[config.mk]
export PLATFORM = sky130hd
export DESIGN_NAME = gpio_in_filter
export DESIGN_NICKNAME = d
export VERILOG_FILES = /design/src/rtl/gpio_in_filter_pkg.sv /design/src/rtl/gpio_in_filter_chan.sv /design/src/rtl/gpio_in_filter.sv
export SDC_FILE = /design/constraint.sdc
export NUM_CORES = 1
export LEC_CHECK = 0
export CORE_ASPECT_RATIO = 1.75
export CORE_UTILIZATION = 50
export CTS_CLUSTER_SIZE = 28
export DETAILED_ROUTE_END_ITERATION = 6
export MAX_ROUTING_LAYER = met4
export PLACE_DENSITY = 0.71
export SLEW_MARGIN = 20
export SYNTH_ARGS = -nofsm -noshare
export SYNTH_HDL_FRONTEND = slang
export SYNTH_SLANG_ARGS = --single-unit
[constraint.sdc]
create_clock -name clk_i -period 4.2 [get_ports clk_i]
set_input_delay 0.84 -clock clk_i [delete_from_list [all_inputs] [get_ports clk_i]]
set_output_delay 0.84 -clock clk_i [all_outputs]
set_load 0.01 [all_outputs]
[src/rtl/gpio_in_filter_pkg.sv]
// Shared types and constants for the gpio_in_filter input conditioner.
package gpio_in_filter_pkg;

  typedef enum logic [1:0] {
    FiltStable    = 2'd0,
    FiltCandidate = 2'd1,
    FiltCommit    = 2'd2
  } filt_state_e;

  localparam int BounceCntWidth = 8;

endpackage

[src/rtl/gpio_in_filter_chan.sv]
// One input channel: synchroniser, polarity fix, tick debounce FSM, edge pulses,
// sticky event flag and (with GPIO_IN_FILTER_BOUNCE_CNT_EN) a rejected-glitch counter.
module gpio_in_filter_chan
  import gpio_in_filter_pkg::*;
#(
  parameter int   SyncStages = 2,
  parameter int   CntWidth   = 16,
  parameter logic Invert     = 1'b1,
  parameter logic ResetLevel = 1'b0
) (
  input  logic                      clk_i,
  input  logic                      rst_i,
  input  logic                      pin_i,
  input  logic                      en_i,
  input  logic                      tick_i,
  input  logic [CntWidth-1:0]       thresh_i,
  input  logic                      clear_i,
  output logic                      level_o,
  output logic                      rise_o,
  output logic                      fall_o,
  output logic                      event_o,
  output logic [BounceCntWidth-1:0] bounce_cnt_o
);

  logic [SyncStages-1:0] sync_q;
  logic                  raw;
  filt_state_e           state_q, state_d;
  logic [CntWidth-1:0]   cnt_q, cnt_d;
  logic                  level_q, level_d;
  logic                  event_q;
  logic                  reject;

  // Reset value matches the idle pin level so no edge appears on reset release.
  always_ff @(posedge clk_i) begin
    if (rst_i) begin
      sync_q <= {SyncStages{ResetLevel ^ Invert}};
    end else begin
      sync_q <= {sync_q[SyncStages-2:0], pin_i};
    end
  end

  assign raw = sync_q[SyncStages-1] ^ Invert;

  always_ff @(posedge clk_i) begin
    if (rst_i) begin
      state_q <= FiltStable;
      cnt_q   <= '0;
      level_q <= ResetLevel;
      event_q <= 1'b0;
    end else begin
      state_q <= state_d;
      cnt_q   <= cnt_d;
      level_q <= level_d;
      event_q <= (event_q & ~clear_i) | rise_o | fall_o;
    end
  end

  always_comb begin
    state_d = state_q;
    cnt_d   = cnt_q;
    level_d = level_q;
    reject  = 1'b0;
    if (!en_i) begin
      state_d = FiltStable;
      cnt_d   = '0;
    end else begin
      case (state_q)
        FiltStable: begin
          cnt_d = '0;
          if (raw != level_q) begin
            // A zero threshold bypasses the filter and commits straight away.
            if (thresh_i == '0) begin
              state_d = FiltCommit;
              level_d = raw;
            end else begin
              state_d = FiltCandidate;
            end
          end
        end
        FiltCandidate: begin
          if (raw == level_q) begin
            state_d = FiltStable;
            cnt_d   = '0;
            reject  = 1'b1;
          end else if (cnt_q >= thresh_i) begin
            state_d = FiltCommit;
            level_d = raw;
            cnt_d   = '0;
          end else if (tick_i) begin
            // Here cnt_q < thresh_i, so the increment cannot wrap.
            cnt_d = cnt_q + CntWidth'(1);
          end
        end
        FiltCommit: begin
          state_d = FiltStable;
          cnt_d   = '0;
        end
        default: begin
          state_d = FiltStable;
          cnt_d   = '0;
        end
      endcase
    end
  end

  // The level register flips on entry to FiltCommit, so pulses line up with it.
  assign rise_o  = (state_q == FiltCommit) & level_q;
  assign fall_o  = (state_q == FiltCommit) & ~level_q;
  assign level_o = level_q;
  assign event_o = event_q;

`ifdef GPIO_IN_FILTER_BOUNCE_CNT_EN
  logic [BounceCntWidth-1:0] bounce_q;

  always_ff @(posedge clk_i) begin
    if (rst_i) begin
      bounce_q <= '0;
    end else if (clear_i) begin
      bounce_q <= reject ? BounceCntWidth'(1) : '0;
    end else if (reject && (bounce_q != '1)) begin
      bounce_q <= bounce_q + BounceCntWidth'(1);
    end
  end

  assign bounce_cnt_o = bounce_q;
`else
  logic unused_reject;
  assign unused_reject = reject;
  assign bounce_cnt_o  = '0;
`endif

endmodule

[src/rtl/gpio_in_filter.sv]
// Multi-channel debounced GPIO input conditioner with sticky events and a maskable irq.
// Optional rejected-glitch counters are built when GPIO_IN_FILTER_BOUNCE_CNT_EN is defined.
module gpio_in_filter
  import gpio_in_filter_pkg::*;
#(
  parameter int                     NumChannels = 16,
  parameter int                     SyncStages  = 2,
  parameter int                     CntWidth    = 16,
  parameter logic [NumChannels-1:0] InvertMask  = {NumChannels{1'b1}},
  parameter logic [NumChannels-1:0] ResetLevel  = {NumChannels{1'b0}}
) (
  input  logic                                  clk_i,
  input  logic                                  rst_i,
  input  logic [NumChannels-1:0]                pins_i,
  input  logic [NumChannels-1:0]                chan_en_i,
  input  logic                                  tick_i,
  input  logic [CntWidth-1:0]                   debounce_thresh_i,
  input  logic [NumChannels-1:0]                event_clear_i,
  input  logic [NumChannels-1:0]                irq_mask_i,
  output logic [NumChannels-1:0]                level_o,
  output logic [NumChannels-1:0]                rise_o,
  output logic [NumChannels-1:0]                fall_o,
  output logic [NumChannels-1:0]                event_o,
  output logic                                  irq_o,
  output logic [BounceCntWidth*NumChannels-1:0] bounce_cnt_o
);

  for (genvar i = 0; i < NumChannels; i++) begin : g_chan
    gpio_in_filter_chan #(
      .SyncStages (SyncStages),
      .CntWidth   (CntWidth),
      .Invert     (InvertMask[i]),
      .ResetLevel (ResetLevel[i])
    ) u_chan (
      .clk_i        (clk_i),
      .rst_i        (rst_i),
      .pin_i        (pins_i[i]),
      .en_i         (chan_en_i[i]),
      .tick_i       (tick_i),
      .thresh_i     (debounce_thresh_i),
      .clear_i      (event_clear_i[i]),
      .level_o      (level_o[i]),
      .rise_o       (rise_o[i]),
      .fall_o       (fall_o[i]),
      .event_o      (event_o[i]),
      .bounce_cnt_o (bounce_cnt_o[BounceCntWidth*i +: BounceCntWidth])
    );
  end

  // Both operands are registered or static, so the OR tree cannot glitch.
  assign irq_o = |(event_o & irq_mask_i);

endmodule

==> flow_metrics.tcl <==
set metrics [dict create \
    grt_pass1_wl_mm 84.9 \
    drive_above_1_share_pct 5.85 \
    setup_ws_ns 0.698 \
    required_ns 4.62 \
    cts-root-buf "clkbuf_16" \
    critPathLaunchType "input port" \
    critPathMaxFanout 16 \
    avgSynthCellArea_um2 8.51 \
    hold_violations 0 \
    via_per_inst 5.42 \
    final.setup.tns_ns 0 \
    synth_top_family_by_area "simple AND/OR/NAND/NOR gates" \
    synthMuxAreaShare_pct 0.749 \
    die_y_um 276 \
    p_leak_nw 9.49 \
    post_cts_buffers 0 \
    max_freq_mhz 286 \
    final_util_pct 57.2 \
    synth.distinct_cells 54 \
    synth-simple-area-share_pct 22.6 \
    clock_skew_ns 0.0235 \
    die_w_um 158 \
    cts_tree "done" \
    crit_chain "clkdlybuf4s50_1 -> buf_4 -> ha_1 -> nor2b_1 -> o21ai_0 -> a21oi_1 -> o41ai_1 -> or2_1 -> nor2_1" \
    setup_violations 0 \
    ys.flop_type "dfxtp_1" \
    grt_pass1_vias 17000 \
    rows 99 \
    drv_slew 0 \
    io_pins 276 \
    drt-initial-drc-count 701 \
    fin_crit_ns 3.50 \
    die_area_um2 43600 \
    antenna_found_initial 0 \
    slowest_stage "clkdlybuf4s50_1" \
    nets 2976 \
    clockBufferDepth 3 \
    hpwl_mm 39.9 \
    yosysSeqAreaShare_pct 33.0 \
    wl_per_cell_um 16.8 \
    cp_slowest_stage_delay_ns 0.80 \
    synthToLayoutAreaGrowth_pct 12.1 \
    port_buffers 147 \
    max_slew_margin_pct 46.7 \
    globalRouteOverflowTotal 0 \
    rsz0062_at_grt "false" \
    clk_latency_ns 0.56 \
    synth_edf_count 0 \
    hold_buffers 0 \
    peakVddDrop_v 0.000239 \
    grt_max_degree 48 \
    firstDrtPassIters 5 \
    start_util_pct 51.1 \
    path_clk_slew_ns 0.07 \
    yosysWarnings 0 \
    cts_buffers 35 \
    path_class "in -> reg" \
    arrival_ns 3.92 \
    synth_compound_area_share_pct 8.26 \
    antenna_cells 0 \
    ant_nets 0 \
    power_density_nw_per_um2 306 \
    synthAdderAreaFrac_pct 15.9 \
    async_flop_share_pct 0 \
    post-route-period-util_pct 83.4 \
    track_usage_pct 25.7 \
    cp-end-kind "flop" \
    synth_seq_cells 352 \
    place_ws_ns 0.208 \
    tightest_slew_ns 0.799 \
    hold_ws_ns 0.418 \
    clkSinkCount 352 \
    vias 17400 \
    hp-class "reg -> reg" \
    synthCells 2512 \
    routed_wl_mm 53.7 \
    htree_levels 2 \
    route.detailed.drc 0 \
    place_congestion 0.881 \
    cts.repair.resized 0 \
    synthXorXnorAreaFrac_pct 10.4 \
    maxCapViolations 0 \
    status "finished, final reports clean" \
    syn_area_um2 21400 \
    core_um2 41900 \
]
synthesized netlist by cell type (27+ instances only):
cell type  count  area, um^2
dfxtp_1      352        7050
a211oi_1      29         218
xor2_1       171        1500
xnor2_1       83         727
o21ai_0       49         245
and3_1        55         344
nand2b_1      39         244
nand3_1       86         430
or2_2         34         213
buf_4        192        1440
clkbuf_1      27         101
nor2_1       393        1480
ha_1         272        3400
inv_1         55         206
a21oi_1      126         631
nand2_1      216         811
nand4_1       64         400
metal layers:
metal | track usage, % | up-vias | part of all wire [%]
li1 | - | 8506 | -
met1 | 26.3 | 8198 | 38
met2 | 46.6 | 503 | 51
met3 | 3.12 | 165 | 4.5
met4 | 14.4 | 0 | 6.0
met5 | - | - | 0
registers in the layout, summed over array words and instances (netlist names):
register / flops
g_chan.u_chan.sync_q: 32
g_chan.u_chan.level_o: 16
g_chan.u_chan.state_q: 32
g_chan.u_chan.event_o: 16
g_chan.u_chan.cnt_q: 256
stage by stage:
step	instance area (um^2)	power, mW	instances
3_3_place_gp	22700	3.94	3139
6_report	24000	7.32	3203
3_5_place_dp	22700	3.95	3139
2_1_floorplan	21900	3.81	2639
4_1_cts	24000	7.38	3203
5_1_grt	24000	7.56	3203
final timing paths:
path | startpoint | end | slack (ns) | depth (start not counted)
worst max-delay path | debounce_thresh_i[0] | g_chan[12].u_chan.cnt_q[2] | 0.70 | 9
worst max register to register | g_chan[12].u_chan.cnt_q[0] | g_chan[12].u_chan.cnt_q[2] | 1.67 | 8
worst min register to register | g_chan[6].u_chan.sync_q[0] | g_chan[6].u_chan.sync_q[1] | 0.42 | 1
worst min-delay path | g_chan[6].u_chan.sync_q[0] | g_chan[6].u_chan.sync_q[1] | 0.42 | 1
final cells by class:
class | count | area, um^2
inverter | 55 | 206
tap | 555 | 694
fill | 3745 | 17900
sequential | 352 | 7050
timing repair buffer | 195 | 1890
multi-input combinational | 1982 | 12900
clock inverter | 16 | 219
clock buffer | 48 | 1040
cells by family after synthesis:
family,count (synthesis)
adder cells (fa/ha/maj),272
multiplexers,16
AO/OA/AOI/OAI,291
buffers and inverters,305
flip-flops,352
AND/OR/NAND/NOR,1021
XOR/XNOR,254
other,1
cell usage in the layout (no fill, tap or decap), types with 10 or more instances in the layout:
master | Yosys | final
mux2i_1 | 16 | 16
nand2_1 | 216 | 216
nor2_1 | 393 | 393
inv_1 | 55 | 55
nand3_1 | 86 | 86
a21oi_1 | 126 | 126
o21ai_0 | 49 | 49
or2_2 | 34 | 34
o21ai_1 | 14 | 14
nand2b_1 | 39 | 39
and3_1 | 55 | 55
nor3_1 | 24 | 24
ha_1 | 272 | 272
nor2b_1 | 17 | 17
a211oi_1 | 29 | 29
or3_1 | 19 | 19
clkdlybuf4s50_1 | 0 | 145
clkbuf_16 | 0 | 36
xnor2_1 | 83 | 83
a311oi_1 | 14 | 14
buf_4 | 192 | 45
conb_1 | 1 | 128
nor4_1 | 10 | 10
xor2_1 | 171 | 171
nand4_1 | 64 | 64
nor3b_1 | 21 | 21
dfxtp_1 | 352 | 352
worst max-delay path, delay by kind of cell:
kind / cells / cell delay [ns]
simple gates: 3 / 0.68
buf+inv: 2 / 1.17
compound gates: 3 / 0.93
fa+ha+maj: 1 / 0.28
power by group:
part | switching [mW] | total (mW) | leakage [nW] | internal (mW)
clock | 1.44 | 3.44 | 0.607 | 2.00
sequential | 0.0135 | 3.37 | 2.84 | 3.36
combinational | 0.307 | 0.512 | 6.04 | 0.205
total | 1.76 | 7.32 | 9.49 | 5.56
Power figures use the tool's default switching activity.
